--- src/rtl/qracc_pkg.sv ---
// qracc_pkg: shared types and defaults for the QR accelerator SRAM sequencer.
// Holds the sequencer state enum and the default phase lengths in cycles.
package qracc_pkg;

  typedef enum logic [2:0] {
    IDLE,
    PCH,
    WL_WR,
    WL_RD,
    SENSE,
    RECOVER,
    RESP
  } sram_seq_state_t;

  localparam int SRAM_PCH_CYCLES = 2;
  localparam int SRAM_WL_CYCLES  = 2;
  localparam int SRAM_SA_CYCLES  = 1;

endpackage

--- src/rtl/sram_wl_decoder.sv ---
// sram_wl_decoder: registered one-hot wordline driver for the bit-cell array.
// Ports: clk, rst (async high), en, addr in; wl one-hot out (zero if addr out of range).
module sram_wl_decoder #(
  parameter int numRows = 128,
  parameter int aw      = $clog2(numRows)
) (
  input  logic               clk,
  input  logic               rst,
  input  logic               en,
  input  logic [aw-1:0]      addr,
  output logic [numRows-1:0] wl
);

  always_ff @(posedge clk or posedge rst) begin
    if (rst) begin
      wl <= '0;
    end else begin
      wl <= '0;
      if (en && (32'(addr) < numRows)) wl[addr] <= 1'b1;
    end
  end

endmodule

--- src/rtl/sram_rw_sequencer.sv ---
// sram_rw_sequencer: turns one SRAM request at a time into the timed
// precharge / wordline / write / column-select / sense sequence.
// Ports: clk, rst (async high); request side rq_valid_i, rq_wr_i, addr_i,
// wr_data_i, rq_ready_o, rd_valid_o, rd_data_o; mac_busy_i blocks acceptance;
// array side WL_o, PCH_o, WRITE_o, WR_DATA_o, CSEL_o, SAEN_o, SA_OUT_i; wr_err_o.
// Optional macro SRAM_RW_WRITE_VERIFY_EN adds a read-back check after each write.
module sram_rw_sequencer
  import qracc_pkg::*;
#(
  parameter int numRows   = 128,
  parameter int numCols   = 32,
  parameter int pchCycles = SRAM_PCH_CYCLES,
  parameter int wlCycles  = SRAM_WL_CYCLES,
  parameter int saCycles  = SRAM_SA_CYCLES
) (
  input  logic                       clk,
  input  logic                       rst,
  input  logic                       rq_valid_i,
  input  logic                       rq_wr_i,
  input  logic [$clog2(numRows)-1:0] addr_i,
  input  logic [numCols-1:0]         wr_data_i,
  output logic                       rq_ready_o,
  output logic                       rd_valid_o,
  output logic [numCols-1:0]         rd_data_o,
  input  logic                       mac_busy_i,
  output logic [numRows-1:0]         WL_o,
  output logic                       PCH_o,
  output logic                       WRITE_o,
  output logic [numCols-1:0]         WR_DATA_o,
  output logic [numCols-1:0]         CSEL_o,
  output logic                       SAEN_o,
  input  logic [numCols-1:0]         SA_OUT_i,
  output logic                       wr_err_o
);

  localparam int AW = $clog2(numRows);

  sram_seq_state_t    state;
  sram_seq_state_t    nxt;
  logic [7:0]         cnt;
  logic [7:0]         len_m1;
  logic               last;
  logic [AW-1:0]      addr_q;
  logic [numCols-1:0] data_q;
  logic               wr_q;
  logic               vfy_q;
  logic               in_range;
  logic               wl_en;
  logic               csel_nxt;

`ifdef SRAM_RW_WRITE_VERIFY_EN
  localparam bit VfyEn = 1'b1;

  // vfy_q marks the internal read-back pass that follows a write.
  always_ff @(posedge clk or posedge rst) begin
    if (rst) begin
      vfy_q    <= 1'b0;
      wr_err_o <= 1'b0;
    end else begin
      wr_err_o <= 1'b0;
      if (state == IDLE) vfy_q <= 1'b0;
      else if (state == RECOVER && nxt == PCH) vfy_q <= 1'b1;
      if (state == SENSE && last && vfy_q)
        wr_err_o <= (SA_OUT_i != data_q);
    end
  end
`else
  localparam bit VfyEn = 1'b0;
  assign vfy_q    = 1'b0;
  assign wr_err_o = 1'b0;
`endif

  assign in_range   = 32'(addr_q) < numRows;
  assign rq_ready_o = (state == IDLE) && !mac_busy_i && !rst;

  always_comb begin
    len_m1 = '0;
    case (state)
      PCH:          len_m1 = 8'(pchCycles - 1);
      WL_WR, WL_RD: len_m1 = 8'(wlCycles - 1);
      SENSE:        len_m1 = 8'(saCycles - 1);
      default:      len_m1 = '0;
    endcase
  end

  assign last = (cnt == len_m1);

  always_comb begin
    nxt = state;
    case (state)
      IDLE:    if (rq_valid_i && rq_ready_o) nxt = PCH;
      PCH:     if (last) nxt = (wr_q && !vfy_q) ? WL_WR : WL_RD;
      WL_WR:   if (last) nxt = RECOVER;
      WL_RD:   if (last) nxt = SENSE;
      SENSE:   if (last) nxt = vfy_q ? RECOVER : RESP;
      RESP:    nxt = RECOVER;
      RECOVER: nxt = (VfyEn && wr_q && !vfy_q) ? PCH : IDLE;
      default: nxt = IDLE;
    endcase
  end

  assign wl_en    = (nxt == WL_WR) || (nxt == WL_RD);
  assign csel_nxt = wl_en || (nxt == SENSE);

  // Outputs are decoded from the next state so they line up with state.
  always_ff @(posedge clk or posedge rst) begin
    if (rst) begin
      state      <= IDLE;
      cnt        <= '0;
      addr_q     <= '0;
      data_q     <= '0;
      wr_q       <= 1'b0;
      PCH_o      <= 1'b0;
      WRITE_o    <= 1'b0;
      WR_DATA_o  <= '0;
      CSEL_o     <= '0;
      SAEN_o     <= 1'b0;
      rd_valid_o <= 1'b0;
      rd_data_o  <= '0;
    end else begin
      state <= nxt;
      cnt   <= (nxt == state && state != IDLE) ? cnt + 8'd1 : 8'd0;
      if (state == IDLE && nxt == PCH) begin
        addr_q <= addr_i;
        data_q <= wr_data_i;
        wr_q   <= rq_wr_i;
      end
      PCH_o      <= (nxt == PCH);
      WRITE_o    <= (nxt == WL_WR);
      WR_DATA_o  <= (nxt == WL_WR) ? data_q : '0;
      CSEL_o     <= {numCols{csel_nxt}};
      SAEN_o     <= (nxt == SENSE);
      rd_valid_o <= (nxt == RESP);
      if (state == SENSE && last && !vfy_q)
        rd_data_o <= in_range ? SA_OUT_i : '0;
    end
  end

  sram_wl_decoder #(
    .numRows(numRows),
    .aw     (AW)
  ) u_wl_dec (
    .clk (clk),
    .rst (rst),
    .en  (wl_en),
    .addr(addr_q),
    .wl  (WL_o)
  );

endmodule

--- config.mk ---
export PLATFORM = sky130hd
export DESIGN_NAME = sram_rw_sequencer
export DESIGN_NICKNAME = d
export VERILOG_FILES = /design/src/rtl/qracc_pkg.sv /design/src/rtl/sram_wl_decoder.sv /design/src/rtl/sram_rw_sequencer.sv
export SDC_FILE = /design/constraint.sdc
export NUM_CORES = 1
export LEC_CHECK = 0
export ABC_CLOCK_PERIOD_IN_PS = 12800
export CORE_UTILIZATION = 46
export DETAILED_ROUTE_END_ITERATION = 8
export PLACE_DENSITY_LB_ADDON = 0.25
export REMOVE_ABC_BUFFERS = 1
export SYNTH_ARGS = -nofsm -noshare
export SYNTH_HDL_FRONTEND = slang
export SYNTH_SLANG_ARGS = --single-unit
export TNS_END_PERCENT = 5
--- constraint.sdc ---
create_clock -name clk -period 12.8 [get_ports clk]
set_clock_uncertainty 0.15 [all_clocks]
set_input_delay 3.2 -clock clk [delete_from_list [all_inputs] [get_ports clk]]
set_output_delay 3.2 -clock clk [all_outputs]
set_load 0.02 [all_outputs]
### After elaboration in Yosys (flattened, before gate mapping)

Cells that the tools add are included.

| operators by class | value |
|---|---|
| add/subtract/negate cells | 1 |
| $mul | 0 |
| divide/modulo/power cells | 0 |
| order comparisons | 2 |
| equal/unequal tests | 12 |
| shift operators | 0 |
| muxes and demuxes | 13 |
| bitwise logic cells | 0 |
| reduce and logical (&&, ||, !) cells | 14 |

Operators by type and width:

| kind | number |
|---|---|
| 128-bit two-way mux | 1 |
| 32-bit two-way mux | 1 |
| 3-bit one-hot mux with 6 select lines | 1 |
| 3-bit two-way mux | 5 |
| 3-bit by 2-bit == test with 1-bit output (second input constant) | 4 |
| 3-bit == test (second input constant) | 4 |
| 8-bit by 1-bit adder with 8-bit output (second input constant) | 1 |
| 8-bit == test | 1 |
| 7-bit by 8-bit < comparator with 1-bit output (second input constant) | 1 |
| 8-bit two-way mux | 1 |
| 1-bit demux with 7-bit select | 1 |
| 7-bit by 1-bit greater-or-equal comparator with 1-bit output (second input constant) | 1 |
| 1-bit logical AND | 7 |
| 3-bit by 1-bit == test with 1-bit output (second input constant) | 2 |
| 3-bit == test | 1 |
| 3-bit logical NOT | 1 |
| 1-bit two-way mux | 3 |
| 3-bit nonzero test | 1 |
| 3-bit OR reduction | 1 |
| 1-bit logical NOT | 2 |
| 1-bit logical OR | 2 |

| word-level totals | value |
|---|---|
| register bits after elaboration | 248 |
| bits in latches | 0 |
| memory bits (writable) | 0 |
| memory bits (read-only) | 0 |
| logic and storage cells | 55 |
| memories | 0 |

### Depth between registers and ports, before layout

Gate-level depths: netlist of the first run.

| logic depth | value |
|---|---|
| depth in word-level cells | 9 |
| gate-level depth with buffers | 6 |
| depth with buffers taken out | 4 |

### Modules after synthesis

Synthesis of the first run repeated with hierarchy kept, for this count alone.

| unflattened totals | value |
|---|---|
| cell total of the unflattened synthesis | 645 |
| area, all modules | 8,948.6 um^2 |

By module, submodules not included:

| module | instances | cells each | area an instance (um^2) | sequential area each (um^2) |
|---|---|---|---|---|
| sram_rw_sequencer | 1 | 333 | 4,890.9 | 3,002.9 |
| sram_wl_decoder | 1 | 312 | 4,057.6 | 3,203.1 |

### Worst setup path before layout of the first run

No wires, ideal clock.

| path | value |
|---|---|
| kind | input to output |
| start point | in mac_busy_i |
| end point | out rq_ready_o |
| data arrival time | 3.638 ns |
| data required time | 9.450 ns |
| setup slack | 5.812 ns |
| stages on the path | 2 |
| path buffers | 0 |
| cell sequence | nor3_1 and2_1 |

| on the way | value |
|---|---|
| word-level cells in the longest chain between the ends | 3 |

RTL lines:

| what | RTL line | RTL |
|---|---|---|
| from (decl) | sram_rw_sequencer.sv:25 | `input logic mac_busy_i,` |
| 1-bit logical NOT | sram_rw_sequencer.sv:74 | `assign rq_ready_o = (state == IDLE) && !mac_busy_i && !rst;` |
| 1-bit logical AND (2 in a row) | sram_rw_sequencer.sv:74 |  |
| to (decl) | sram_rw_sequencer.sv:22 | `output logic rq_ready_o,` |

Every way passes these cells.

### Worst setup path in the final report of the first run

| path | value |
|---|---|
| start point | in rst |
| end point | out rq_ready_o |

| on the way | value |
|---|---|
| word-level cells in the longest chain between the ends | 2 |

RTL lines:

| what | RTL line | RTL |
|---|---|---|
| from (decl) | sram_rw_sequencer.sv:17 | `input logic rst,` |
| 1-bit logical NOT (no line) | - |  |
| 1-bit logical AND | sram_rw_sequencer.sv:74 |  |

Every way passes these cells.

==> flow_summary.json, run 1 <==
{
  "core_um2": 20400,
  "cp_max_fo": 2,
  "root_buffer": "clkbuf_16",
  "synthFlopType": "dfrtp_1",
  "critPathArrivalTime_ns": 4.75,
  "gr-usage-all-layers_pct": 22.3,
  "worstSetupPathType": "in -> out",
  "die-area_um2": 21500,
  "finalWorstSetupSlack_ns": 4.70,
  "cts.sinks": 248,
  "dp_worst_setup_slack_ns": 4.70,
  "hold_start": "data_q[2]$_DFFE_PP0P_",
  "cts_tree": "done",
  "status": "finished clean",
  "leakagePower_uw": 0.00549,
  "timing.rr.end": "u_wl_dec.wl[102]$_DFF_PP0_",
  "hp-class": "reg -> reg",
  "grt_pass1_vias": 6644,
  "synth.top_cell.area_share_pct": 64.6,
  "startpoint_type": "primary input",
  "syn_to_final_growth_pct": 39.5,
  "fin_cells": 1259,
  "max_slew_margin_pct": 29.7,
  "wl_mm": 24.2,
  "num-nets-final": 1047,
  "ios": 306,
  "multiInputGateArea_um2": 2870,
  "cts_buffers": 26,
  "dpl_cell_area_um2": 12600,
  "avgSynthCellArea_um2": 13.2,
  "cp_slowest_stage_delay_ns": 0.60,
  "register_area_um2": 6210,
  "hold_viol": 0,
  "fin_crit_sh_pct": 63.3,
  "rrSetupSlack_ns": 9.84,
  "nFillCells": 1602,
  "fmax_mhz": 123,
  "slowest_stage": "clkdlybuf4s50_1",
  "num_rows": 52,
  "post_cts_buffers": 0,
  "tightestPinTransition_ns": 1.05,
  "r2r-start": "cnt[4]$_DFF_PP0_",
  "ys_seq_area_share_pct": 64.6,
  "place_hpwl_mm": 15.3,
  "reg2regPathDepth": 4,
  "setup_viol": 0,
  "tns_ns": 0,
  "rsz0062_at_grt": "false",
  "synth-seq-cells": 248,
  "first_pass_iters": 4,
  "drive_gt1_share_pct": 13.1,
  "synth_cell_type_count": 43,
  "holdPathStages": 1,
  "syn_inst": 729,
  "port_buffers": 304,
  "holdBufCountCts": 0,
  "maxCapViolCount": 0,
  "grt_overflow_total": 0,
  "via_per_inst": 5.40,
  "post-route-drc-count": 0,
  "insertion_delay_ns": 0.51,
  "synthTopCellsByArea": "dfrtp_1, a211oi_1, mux2_2",
  "synth_edf_count": 0,
  "initial_core_util_pct": 47.2,
  "yosysWarningCount": 0,
  "clk_pin_slew_ns": 0.06,
  "cts_resized": 0,
  "synthTopCellsByCount": "dfrtp_1, a211oi_1, mux2_2",
  "maxSlewViolCount": 0,
  "place.gp.congestion": 0.763,
  "antenna_found_initial": 0,
  "cp-startpoint": "rst",
  "num_vias": 6799,
  "cts_max_level": 1,
  "yosys.area.top_type": "dfrtp_1",
  "vdd_drop_max_mv": 0.114,
  "grt_start_max_net_pins": 116,
  "drt_iter0_drc": 349,
  "grt_pass1_wl_mm": 37.5,
  "worstPathRequired_ns": 9.45,
  "cts_buffer_depth": 3,
  "syn_area_um2": 9610,
  "die_y_um": 147,
  "post_drt_wl_per_cell_um": 19.2,
  "hold_end": "data_q[2]$_DFFE_PP0P_",
  "numPlacedInstances": 1212,
  "cp-end-kind": "primary output",
  "crit_chain": "clkdlybuf4s50_1, nor3_1, and2_1, clkdlybuf4s50_1",
  "total_power_uw": 2760,
  "fin_crit_ns": 8.10,
  "yosysMostFrequentCell": "dfrtp_1",
  "ant_nets": 0,
  "crit_top_cell": "clkdlybuf4s50_1",
  "antennaDiodeCount": 0,
  "synthArstFlopShare_pct": 100,
  "power_density_nw_per_um2": 206,
  "die_w_um": 147,
  "final_area_um2": 13400
}
-- how the worst max path moves through the flow --
stage	endpoint	slack [ns]	cells past startpoint
final	rq_ready_o	4.70	4
after global routing	rq_ready_o	4.61	4
after CTS	rq_ready_o	4.70	4
after detailed placement	rq_ready_o	4.70	4
after global placement	rq_ready_o	4.71	4
after floorplan	CSEL_o[0]$_DFF_PP0_	2.64	1
-- metal layers --
metal | vias up | global-route usage, % | part of all wire [%]
met3 | 38 | 7.56 | 9.0
met5 | - | 0 | 0
met1 | 3417 | 27.4 | 39
li1 | 3084 | - | -
met4 | 0 | 5.57 | 2.2
met2 | 260 | 37.8 | 50
-- power by group --
part           internal [uW]  leakage, uW  switching, uW
registers                943      0.00330            117
clock network            445     0.000407            290
logic                    415      0.00178            553
total                   1800      0.00549            960
-- cell usage in the layout, fill, tap and decap left out, types with 4 or more instances in the layout --
cell type / n
a211oi_1: 129
buf_4: 9
a21boi_0: 33
clkdlybuf4s50_1: 304
nor4bb_1: 6
clkbuf_1: 11
o21ai_0: 5
inv_1: 4
nand3_1: 7
dfrtp_1: 247
and4b_1: 4
a21oi_1: 5
nand2_1: 68
clkbuf_16: 27
mux2_2: 72
nor4b_1: 4
-- state kept, by name (all words and copies together), names as in the netlist, 3 cells and up --
name,count
addr_q,7
rd_data_o,32
data_q,32
WR_DATA_o,32
u_wl_dec.wl,128
state,3
cnt,8
-- layout make-up --
class / instances / area share [%]
multi-input combinational: 375 / 21.4
clock inverter: 6 / 0.616
sequential: 248 / 46.3
inverter: 6 / 0.224
timing repair buffer: 313 / 23.2
clock buffer: 41 / 5.66
tap: 270 / 2.52
-- through the flow --
step | hold slack, ns | util (%)
after floorplan | 0.323 | -
after global placement | 0.330 | 61.7
after detailed placement | 0.337 | 61.7
after CTS | 0.350 | 65.8
after global routing | 0.356 | 65.8
final | 0.346 | 65.8
-- worst max-delay path: cells and delay by family --
kind	cells	cell delay (ns)
AND/OR/NAND/NOR	2	0.44
buffers and inverters	2	1.11
-- cells by family (layout without fill, tap and decap cells) --
group	after synthesis	after routing	share of synthesized area [%]
muxes	72	72	8.44
xor gates and xnor gates	3	3	0.274
adders and majority gates	1	1	0.130
AOI/OAI and AO/OA	182	182	14.0
other	1	1	0.0390
DFF	248	248	64.6
buffers and inverters	106	366	5.77
and+or+nand+nor	116	116	6.72
No activity file was read; power rests on OpenSTA's default activity.
==> run 2, diff against run 1 <==
--- a/config.mk
+++ b/config.mk
@@ -5,8 +5,8 @@
 export SDC_FILE = /design/constraint.sdc
 export NUM_CORES = 1
 export LEC_CHECK = 0
-export ABC_CLOCK_PERIOD_IN_PS = 12800
-export CORE_UTILIZATION = 46
+export ABC_CLOCK_PERIOD_IN_PS = 6900
+export CORE_UTILIZATION = 42
 export DETAILED_ROUTE_END_ITERATION = 8
 export PLACE_DENSITY_LB_ADDON = 0.25
 export REMOVE_ABC_BUFFERS = 1
==> constraint.sdc (replaced) <==
create_clock -name clk -period 6.9 [get_ports clk]
set_clock_uncertainty 0.15 [all_clocks]
set_input_delay 1.725 -clock clk [delete_from_list [all_inputs] [get_ports clk]]
set_output_delay 1.725 -clock clk [all_outputs]
set_load 0.02 [all_outputs]
==> flow_summary.json, run 2 (synthesis results as in run 1) <==
{
  "cts_buffers": 26,
  "slowest_stage": "clkdlybuf4s50_1",
  "num-nets-final": 1047,
  "syn_to_final_growth_pct": 40.5,
  "cp_slowest_stage_delay_ns": 0.61,
  "startpoint_type": "primary input",
  "worstPathRequired_ns": 5.03,
  "rrSetupSlack_ns": 3.90,
  "cp_max_fo": 2,
  "register_area_um2": 6210,
  "leakagePower_uw": 0.00554,
  "hold_viol": 0,
  "first_pass_iters": 4,
  "p_switching_uw": 1800,
  "antenna_found_initial": 0,
  "worstSetupPathType": "in -> out",
  "cp-end-kind": "primary output",
  "ant_nets": 0,
  "wl_mm": 24.7,
  "initial_core_util_pct": 43.5,
  "clk_pin_slew_ns": 0.05,
  "seqPwrFrac_pct": 37.9,
  "drt_iter0_drc": 275,
  "core_um2": 22100,
  "grt_start_max_net_pins": 136,
  "tns_ns": 0,
  "hp-class": "reg -> reg",
  "setup_viol": 0,
  "final_cell_mix": "clkdlybuf4s50_1, dfrtp_1, a211oi_1",
  "cp_num_buf_inv": 2,
  "vdd_drop_max_mv": 0.211,
  "root_buffer": "clkbuf_16",
  "p_int_uw": 3400,
  "place.gp.congestion": 0.756,
  "final_common_cell": "clkdlybuf4s50_1",
  "crit_chain": "clkdlybuf4s50_1, nor3_1, and2_1, clkdlybuf4s50_1",
  "num_rows": 54,
  "fmax_mhz": 194,
  "place_hpwl_mm": 15.6,
  "post-route-drc-count": 0,
  "via_per_inst": 5.26,
  "p_sw_share_pct": 34.6,
  "post_cts_buffers": 0,
  "fin_crit_ns": 5.14,
  "dpl_cell_area_um2": 12600,
  "pwr-share-comb_pct": 34.6,
  "power_density_nw_per_um2": 385,
  "drive_gt1_share_pct": 14.0,
  "total_power_uw": 5200,
  "gr-usage-all-layers_pct": 20.9,
  "holdBufCountCts": 0,
  "cts_buffer_depth": 3,
  "cts_tree": "done",
  "crit_family": "buffers and inverters",
  "final_area_um2": 13500,
  "multiInputGateArea_um2": 2870,
  "rsz0062_at_grt": "false",
  "num_vias": 6684,
  "tightestPinTransition_ns": 1.03,
  "grt_pass1_vias": 6815,
  "die_w_um": 153,
  "nFillCells": 1749,
  "cts.sinks": 248,
  "max_slew_margin_pct": 31.1,
  "maxSlewViolCount": 0,
  "cts_max_level": 1,
  "port_buffers": 304,
  "largest_reg_flops": 128,
  "grt_overflow_total": 0,
  "fin_crit_sh_pct": 74.5,
  "power.share.clock_pct": 27.5,
  "maxCapViolCount": 0,
  "antennaDiodeCount": 0,
  "status": "finished clean",
  "die-area_um2": 23500,
  "ios": 306,
  "grt_pass1_wl_mm": 38.9,
  "post_drt_wl_per_cell_um": 19.4,
  "critPathArrivalTime_ns": 3.27,
  "die_y_um": 153,
  "cts_resized": 0,
  "crit_top_cell": "clkdlybuf4s50_1",
  "insertion_delay_ns": 0.51,
  "regMostFlops": "u_wl_dec.wl"
}
## run 2: changes by cell type in the layout (fill, tap and decap cells not counted)
cell	previous run	this run
buf_4	9	8
bufinv_16	2	1
clkinv_4	0	1
clkbuf_1	11	3
clkbuf_8	3	12
buf_12	0	1
## run 2: power groups by stage
stage	Clock, uW	Combinational [uW]	Sequential (uW)
after floorplan	0	668	2270
after global placement	0	1780	1990
after detailed placement	0	1810	2000
after CTS	1460	1810	1970
after global routing	1520	1910	2020
final	1430	1800	1970
## run 2: final timing paths
check,from,depth (start not counted),to
min in group asynchronous,rst,2,CSEL_o[0]$_DFF_PP0_
min reg2reg,data_q[15]$_DFFE_PP0P_,1,data_q[15]$_DFFE_PP0P_
max,rst,4,rq_ready_o
max in group asynchronous,rst,3,rd_data_o[13]$_DFFE_PP0P_
max reg2reg,cnt[4]$_DFF_PP0_,4,u_wl_dec.wl[95]$_DFF_PP0_
min,data_q[15]$_DFFE_PP0P_,1,data_q[15]$_DFFE_PP0P_
## run 2: per-stage QoR
stage          setup WS [ns]  utilization [%]  cells  hold WS, ns
5_1_grt                 1.66             61.1   1270        0.358
2_1_floorplan          -1.79                -    629        0.323
3_3_place_gp            1.76             57.0   1222        0.332
6_report                1.76             61.1   1270        0.347
3_5_place_dp            1.75             57.0   1222        0.337
4_1_cts                 1.75             61.1   1270        0.351
## run 2: area by class of cell
class / instances / share of cell area (%)
flip-flops and latches: 248 / 46.0
repair buffers: 313 / 23.1
multi-input cells: 375 / 21.3
clock buffers: 42 / 6.31
well taps: 280 / 2.60
clock inverters: 6 / 0.454
inverters: 6 / 0.222
## run 2: per-layer routing
metal  track usage (%)  up-vias  share of wire, %
li1                  -     3096                 -
met1              27.1     3315                43
met2              32.6      239                45
met3              8.82       34                11
met4              4.23        0               1.6
met5                 0        -                 0
